**src/rtl/j11memctl.sv**
```systemverilog
// j11memctl: memory-side responder for the J11 bus controller memreq interface.
// Captures one 16-bit CPU cycle and range-checks its byte address. In-range cycles
// become a 32-bit word request on a valid/ready port. Out-of-range cycles and
// downstream stalls longer than TIMEOUT end in an error ack.
module j11memctl #(
  parameter logic [21:0] MEMTOP  = 22'o10000000,
  parameter int unsigned TIMEOUT = 255
) (
  input  logic        clk,
  input  logic        rstn,
  input  logic        memreq,
  input  logic        memwr,
  input  logic [21:0] memaddr,
  input  logic [15:0] memwdata,
  input  logic [1:0]  memwstrb,
  output logic        memack,
  output logic [15:0] memrdata,
  output logic        memerr,
  output logic        busy,
  output logic        dvalid,
  input  logic        dready,
  output logic        dwr,
  output logic [19:0] daddr,
  output logic [31:0] dwdata,
  output logic [3:0]  dwstrb,
  input  logic        drvalid,
  input  logic [31:0] drdata,
  input  logic        derr
);

  typedef enum logic [2:0] {
    S_IDLE,
    S_REQ,
    S_WAIT,
    S_ERR,
    S_DONE
  } state_t;

  localparam logic [7:0] TIMEOUT_CNT = TIMEOUT[7:0];

  state_t      state_q, state_d;
  logic [7:0]  cnt_q, cnt_d;
  logic        h_q, h_d;
  logic        memack_q, memack_d;
  logic        memerr_q, memerr_d;
  logic [15:0] memrdata_q, memrdata_d;
  logic        busy_q, busy_d;
  logic        dvalid_q, dvalid_d;
  logic        dwr_q, dwr_d;
  logic [19:0] daddr_q, daddr_d;
  logic [31:0] dwdata_q, dwdata_d;
  logic [3:0]  dwstrb_q, dwstrb_d;

  // Next-state and next-output logic. Every output is taken from a flop, so each
  // value is computed here one cycle before it is presented.
  always_comb begin
    // NOTE: every signal gets a default here, so no path through the case
    // leaves one unassigned. An unassigned path would infer a latch.
    state_d    = state_q;
    cnt_d      = cnt_q;
    h_d        = h_q;
    memack_d   = 1'b0;
    memerr_d   = memerr_q;
    memrdata_d = memrdata_q;
    dvalid_d   = dvalid_q;
    dwr_d      = dwr_q;
    daddr_d    = daddr_q;
    dwdata_d   = dwdata_q;
    dwstrb_d   = dwstrb_q;

    unique case (state_q)
      S_IDLE: begin
        if (memreq) begin
          h_d = memaddr[1];
          if (memaddr >= MEMTOP) begin
            // Non-existent memory: ack immediately and never touch the fabric.
            state_d    = S_ERR;
            memack_d   = 1'b1;
            memerr_d   = 1'b1;
            memrdata_d = 16'h0000;
          end else begin
            state_d  = S_REQ;
            cnt_d    = 8'd0;
            dvalid_d = 1'b1;
            dwr_d    = memwr;
            daddr_d  = memaddr[21:2];
            dwdata_d = {memwdata, memwdata};
            if (memwr) begin
              dwstrb_d = memaddr[1] ? {memwstrb, 2'b00} : {2'b00, memwstrb};
            end else begin
              dwstrb_d = 4'b0000;
            end
          end
        end
      end

      S_REQ: begin
        if (dready) begin
          state_d  = S_WAIT;
          dvalid_d = 1'b0;
        end else if (cnt_q + 8'd1 == TIMEOUT_CNT) begin
          // The request was never committed, so it can be withdrawn here.
          state_d    = S_ERR;
          cnt_d      = cnt_q + 8'd1;
          dvalid_d   = 1'b0;
          memack_d   = 1'b1;
          memerr_d   = 1'b1;
          memrdata_d = 16'h0000;
        end else begin
          cnt_d = cnt_q + 8'd1;
        end
      end

      S_WAIT: begin
        if (drvalid) begin
          state_d    = S_DONE;
          memack_d   = 1'b1;
          memerr_d   = derr;
          memrdata_d = h_q ? drdata[31:16] : drdata[15:0];
        end
      end

      S_ERR, S_DONE: state_d = S_IDLE;

      default: state_d = S_IDLE;
    endcase

    busy_d = (state_d != S_IDLE);
  end

  // State and output registers, with a synchronous active-low reset.
  always_ff @(posedge clk) begin
    // NOTE: sequential state always uses non-blocking assignments, so every
    // flop samples the pre-edge values no matter how the statements are ordered.
    if (!rstn) begin
      state_q    <= S_IDLE;
      cnt_q      <= 8'd0;
      h_q        <= 1'b0;
      memack_q   <= 1'b0;
      memerr_q   <= 1'b0;
      memrdata_q <= 16'h0000;
      busy_q     <= 1'b0;
      dvalid_q   <= 1'b0;
      dwr_q      <= 1'b0;
      daddr_q    <= 20'h00000;
      dwdata_q   <= 32'h0000_0000;
      dwstrb_q   <= 4'b0000;
    end else begin
      state_q    <= state_d;
      cnt_q      <= cnt_d;
      h_q        <= h_d;
      memack_q   <= memack_d;
      memerr_q   <= memerr_d;
      memrdata_q <= memrdata_d;
      busy_q     <= busy_d;
      dvalid_q   <= dvalid_d;
      dwr_q      <= dwr_d;
      daddr_q    <= daddr_d;
      dwdata_q   <= dwdata_d;
      dwstrb_q   <= dwstrb_d;
    end
  end

  assign memack   = memack_q;
  assign memerr   = memerr_q;
  assign memrdata = memrdata_q;
  assign busy     = busy_q;
  assign dvalid   = dvalid_q;
  assign dwr      = dwr_q;
  assign daddr    = daddr_q;
  assign dwdata   = dwdata_q;
  assign dwstrb   = dwstrb_q;

endmodule

```
**config.mk**
```make
export PLATFORM = sky130hd
export DESIGN_NAME = j11memctl
export DESIGN_NICKNAME = d
export VERILOG_FILES = /design/src/rtl/j11memctl.sv
export SDC_FILE = /design/constraint.sdc
export NUM_CORES = 1
export LEC_CHECK = 0
export BUFFER_PORTS_ARGS = -buffer_cell sky130_fd_sc_hd__clkbuf_2
export CORE_MARGIN = 4
export CORE_UTILIZATION = 44
export DETAILED_ROUTE_END_ITERATION = 10
export GPL_TIMING_DRIVEN = 0
export PLACE_DENSITY = 0.76
export SLEW_MARGIN = 5
export SYNTH_ARGS = -nofsm -noshare
export SYNTH_HDL_FRONTEND = slang
export SYNTH_SLANG_ARGS = --single-unit
export TNS_END_PERCENT = 100
```
**constraint.sdc**
```tcl
create_clock -name clk -period 2.64 [get_ports clk]
set_input_delay 0.264 -clock clk [delete_from_list [all_inputs] [get_ports clk]]
set_output_delay 0.264 -clock clk [all_outputs]
set_load 0.02 [all_outputs]
```
# == After elaboration in Yosys (flattened, before gate mapping) ==
# Cells that the tools add are included.
# totals
register_bits,89
latchBits,0
mem_bits_rw,0
romBits,0
inputBits,79
output_inout_bits,77
wordCells,70
n_memories,0
# classes
add_sub_neg,1
multipliers,0
div_mod_pow,0
order_cmp,1
n_eq_ne,10
shifts,0
mux,36
bitwise_logic,1
reduce_logical,9
# op_table
operator,n
16-bit 2-to-1 mux,6
16-bit one-hot mux with 3 select lines,1
8-bit 2-to-1 mux,3
22-bit >= comparator (second input constant),1
8-bit one-hot mux with 2 select lines,1
1-bit 2-to-1 mux,14
3-bit 2-to-1 mux,4
2-bit != test (second input constant),6
3-bit one-hot mux with 3 select lines,1
8-bit by 1-bit adder with 8-bit output (second input constant),1
8-bit == test (second input constant),1
4-bit 2-to-1 mux,2
4-bit AND reduction,2
1-bit one-hot mux with 3 select lines,2
6-bit AND reduction,1
3-bit nonzero test,2
3-bit by 1-bit == test with 1-bit output (second input constant),1
3-bit by 2-bit == test with 1-bit output (second input constant),1
3-bit zero test,1
3-bit != test (second input constant),1
3-bit AND reduction,1
2-bit 2-to-1 mux,1
1-bit one-hot mux with 2 select lines,1
2-bit AND reduction,1
other kinds (2),2

# == Logic depth before layout (Yosys ltp) ==
# depth
depth_word,6
mapped_depth,9
depth_no_buf,7

# == Least setup slack after synthesis ==
# OpenSTA, ideal clock, no wires.
# synth_timing
path_type,register -> register
start,register cnt_q[0]
end,"register memerr_q, in the netlist memerr"
t_arrival_ns,2.015
required_ns,2.568
setup_slack_ns,0.553
path_stages_with_launch,10
path_buffers,3
synth_period_minus_slack_ns,2.087
cell_sequence,dfxtp_1 ha_1 buf_6 nand3_4 o32a_1 a221oi_2 a31o_2 buf_8 buf_12 mux2i_1
# synth_between
elab_chain_len,4
# synth_lines
item,line_no,source
"start, declared",42,"logic [7:0] cnt_q, cnt_d;"
"start signal, assigned",150,cnt_q <= cnt_d;
8-bit by 1-bit adder with 8-bit output,101,end else if (cnt_q + 8'd1 == TIMEOUT_CNT) begin
8-bit == test,101,
2-bit != test (no source line),-,
6-bit AND reduction (no source line),-,
"end signal, assigned",153,memerr_q <= memerr_d;
"end, declared",45,"logic memerr_q, memerr_d;"
# No other way between the ends.
# A chain may end at the register's enable or synchronous reset.

# == Worst setup path after layout ==
# layout_timing
start,register cnt_q[0]
end,"register memrdata_q[11], in the netlist memrdata[11]"
# layout_between
elab_chain_len,4
# layout_lines
item,line_no,source
8-bit by 1-bit adder with 8-bit output,101,
8-bit == test,101,
2-bit != test (no source line),-,
6-bit AND reduction (no source line),-,
"end signal, assigned",154,memrdata_q <= memrdata_d;
"end, declared",46,"logic [15:0] memrdata_q, memrdata_d;"
# No other way between the ends.

==> results.md <==
* Outcome: completed
* MaxCap Viol Count at 0
* Unique cell type count in the Yosys netlist at 40
* Worst clock skew at 0.008656 ns
* Rel. slew slack at 59.93%
* Post-synth top area cell: dfxtp_1
* Setup_tns at 0 ns
* Slew Limit Fails at 0
* Core area at 7408 um2
* Port-buffer cells at 153
* Final setup fails at 0
* Hold crit path type: input port to flip-flop
* Total gr overflow at 0
* Syn_area_per_cell at 8.552 um2
* DRC at 0
* FFs w/ async S/R, synth at 0%
* Critical path data arrival time at 2.59 ns
* Root buffer cell: clkbuf_8
* Antenna-violating nets left at 0
* Clock Latency Late Sink at 0.34 ns
* IO Count at 156
* Hold Slack at 0.1531 ns
* Critical path launch point type: flip-flop
* Setup CP Type: flip-flop to flip-flop
* Area fraction of the dominant cell type after synthesis at 42.61%
* Final instance area at 4531 um2
* Final wirelength at 8910 um
* CTS Sinks at 73
* Layout cell share with drive strength beyond 1 at 37.02%
* Initial antenna violation count at 0
* WHS Path Cells at 3
* P per Cell Area at 558.2 nW/um2
* RePlAce Congestion at 0.8973
* CP peak stage delay at 0.47 ns
* Pwr Total at 0.002529 W
* Sequential area share after synthesis at 42.61%
* Leak at 1.989 nW
* Top cells by area, synth: dfxtp_1 (43%), nand2_1 (13%), a21boi_0 (9.6%)
* Die ar. at 9271 um2
* Largest net degree at the start of global routing at 13
* Die Y at 96.29 um
* Post-synth top cells: nand2_1 (123), dfxtp_1 (73), a21boi_0 (44)
* Vias in the first global route at 3011
* Cell count of the worst reg-to-reg path at 9
* Required time of the critical path at 2.90 ns
* First-pass GRT wire length at 13590 um
* Post-CTS sizing at 0
* Main flop type after synthesis: dfxtp_1
* Area Growth Syn to Fin at 32.11%
* Highest clock rate at 0.4303 GHz
* DR iter-0 viols at 99
* CTS tree: done
* Synth warn at 0
* Fin crit share at 88.03%
* Vias per inst at 4.865
* Post-CTS Setup Bufs at 0
* Clock edge transition at the registers on the reported setup and hold paths at 0.07 ns
* Register area at 1461 um2
* Post-Syn Area at 3430 um2
* CTS Hold Buffers Added at 0
* Initial core utilization at 46.29%
* Routed vias at 3255
* N_diodes at 0
* Fillers at 665
* Tmin final at 2.324 ns
* Die Wd at 96.29 um
* RSZ-0062 raised after global routing: false
* Post-DP Area at 4319 um2
* Cell chain of the critical path: ha_1 > buf_6 > nand3_4 > o32a_1 > a221oi_2 > a31o_2 > buf_8 > buf_12 > mux2i_1
* Cells after Synth at 401
* Final hold violation count at 0
* Most common cell in the netlist: nand2_1
* CTS max path bufs at 2
* Seq cells post-synth at 73
* CTS H-Tree Depth at 3
* EDFF count, synth at 0
* Total global-route track usage at 18.61%
* CTS Buf Count at 9
* Hpwl dp at 7047 um
* Critical-path top delay cell: dfxtp_1
* Critical path endpoint category: flip-flop
* Post-layout net count at 646
* Drt pass-1 iters at 4
* Area of the multi-input gates at 1688 um2
* Crit Path Max Fanout at 10
* Worst Max-Slew Pin Slew at 0.5971 ns
* DR WL/cell at 13.32 um
* Post-Syn Nets at 482
* Std cell rows at 31
* Peak VDD IR at 0.0003429 V
==> sequential cells by signal, indices dropped and copies added, names as in the netlist <==
name      count
busy          1
cnt_q         8
state_q       3
dwstrb        4
dvalid        1
dwr           1
memrdata     16
daddr        20
memack        1
dwdata       16
memerr        1
h_q           1
==> critical path, delay by kind of cell, from the launching register on <==
family	cells	cell delay (ns)
compound gates	3	0.87
flops	1	0.47
buf+inv	3	0.43
fa+ha+maj	1	0.21
mux	1	0.18
simple gates	1	0.08
==> kinds of logic (layout without fill, tap and decap cells) <==
family / Yosys count / count (layout) / synth area share, %
multiplexers: 34 / 34 / 10.51
AO/OA/AOI/OAI: 76 / 76 / 15.54
buffers and inverters: 46 / 215 / 8.172
AND/OR/NAND/NOR: 170 / 170 / 22.44
flip-flops: 73 / 73 / 42.61
adder cells (fa/ha/maj): 2 / 2 / 0.7295
==> area by class of cell <==
| cell class | count | share of cell area, % |
|---|---|---|
| inverter | 3 | 0.2485 |
| sequential | 73 | 32.26 |
| tap | 99 | 2.734 |
| clock inverter | 5 | 1.767 |
| clock buffer | 11 | 2.900 |
| timing repair buffer | 153 | 16.90 |
| multi-input combinational | 282 | 37.25 |
| buffer | 43 | 5.938 |
==> where the power goes <==
| part | internal [W] | switching [W] |
|---|---|---|
| combinational | 0.000183 | 0.000241 |
| clock | 0.000531 | 0.000401 |
| sequential | 0.00115 | 0.0000271 |
==> layout by cell type, fill, tap and decap left out, drive strengths merged, types with 2 or more instances in the layout <==
| master | instances |
|---|---|
| inv | 3 |
| bufinv | 2 |
| nand2b | 4 |
| nor3b | 2 |
| and3 | 2 |
| mux2i | 18 |
| nor2b | 4 |
| dfxtp | 73 |
| nor3 | 6 |
| buf | 22 |
| clkbuf | 185 |
| and2 | 6 |
| a21oi | 10 |
| mux2 | 16 |
| ha | 2 |
| nor2 | 6 |
| a21boi | 44 |
| a31oi | 2 |
| nand3 | 6 |
| nand4 | 3 |
| o21ai | 11 |
| nand2 | 123 |
| nand4b | 6 |
| clkinvlp | 2 |
==> layer usage <==
layer  routed length (um)  part of all wire [%]  global-route usage [%]  vias to the layer above
li1                     -                     -                       -                     1667
met1                 3733                    42                   21.44                     1461
met2                 4301                    48                   33.18                      119
met3                  814                   9.1                   6.568                        8
met4                   60                  0.67                   3.555                        0
met5                    0                     0                       0                        -
==> path summary, 6_finish.rpt <==
path / start / end / slack, ns
max: cnt_q[0] / memrdata[11] / 0.32
min: memaddr[14] / daddr[12] / 0.15
min reg2reg: memrdata[4] / memrdata[4] / 0.46
max reg2reg: cnt_q[0] / memrdata[11] / 0.32
==> through the flow <==
stage               utilization, %  setup slack [ns]  instances
floorplan                        -            0.5534        401
global placement             58.30            0.3811        653
detailed placement           58.30            0.3519        653
CTS                          61.16            0.3122        669
global route                 61.16            0.1179        669
finish                       61.16            0.3159        669
Note: power is estimated with default switching activity, not from simulation.
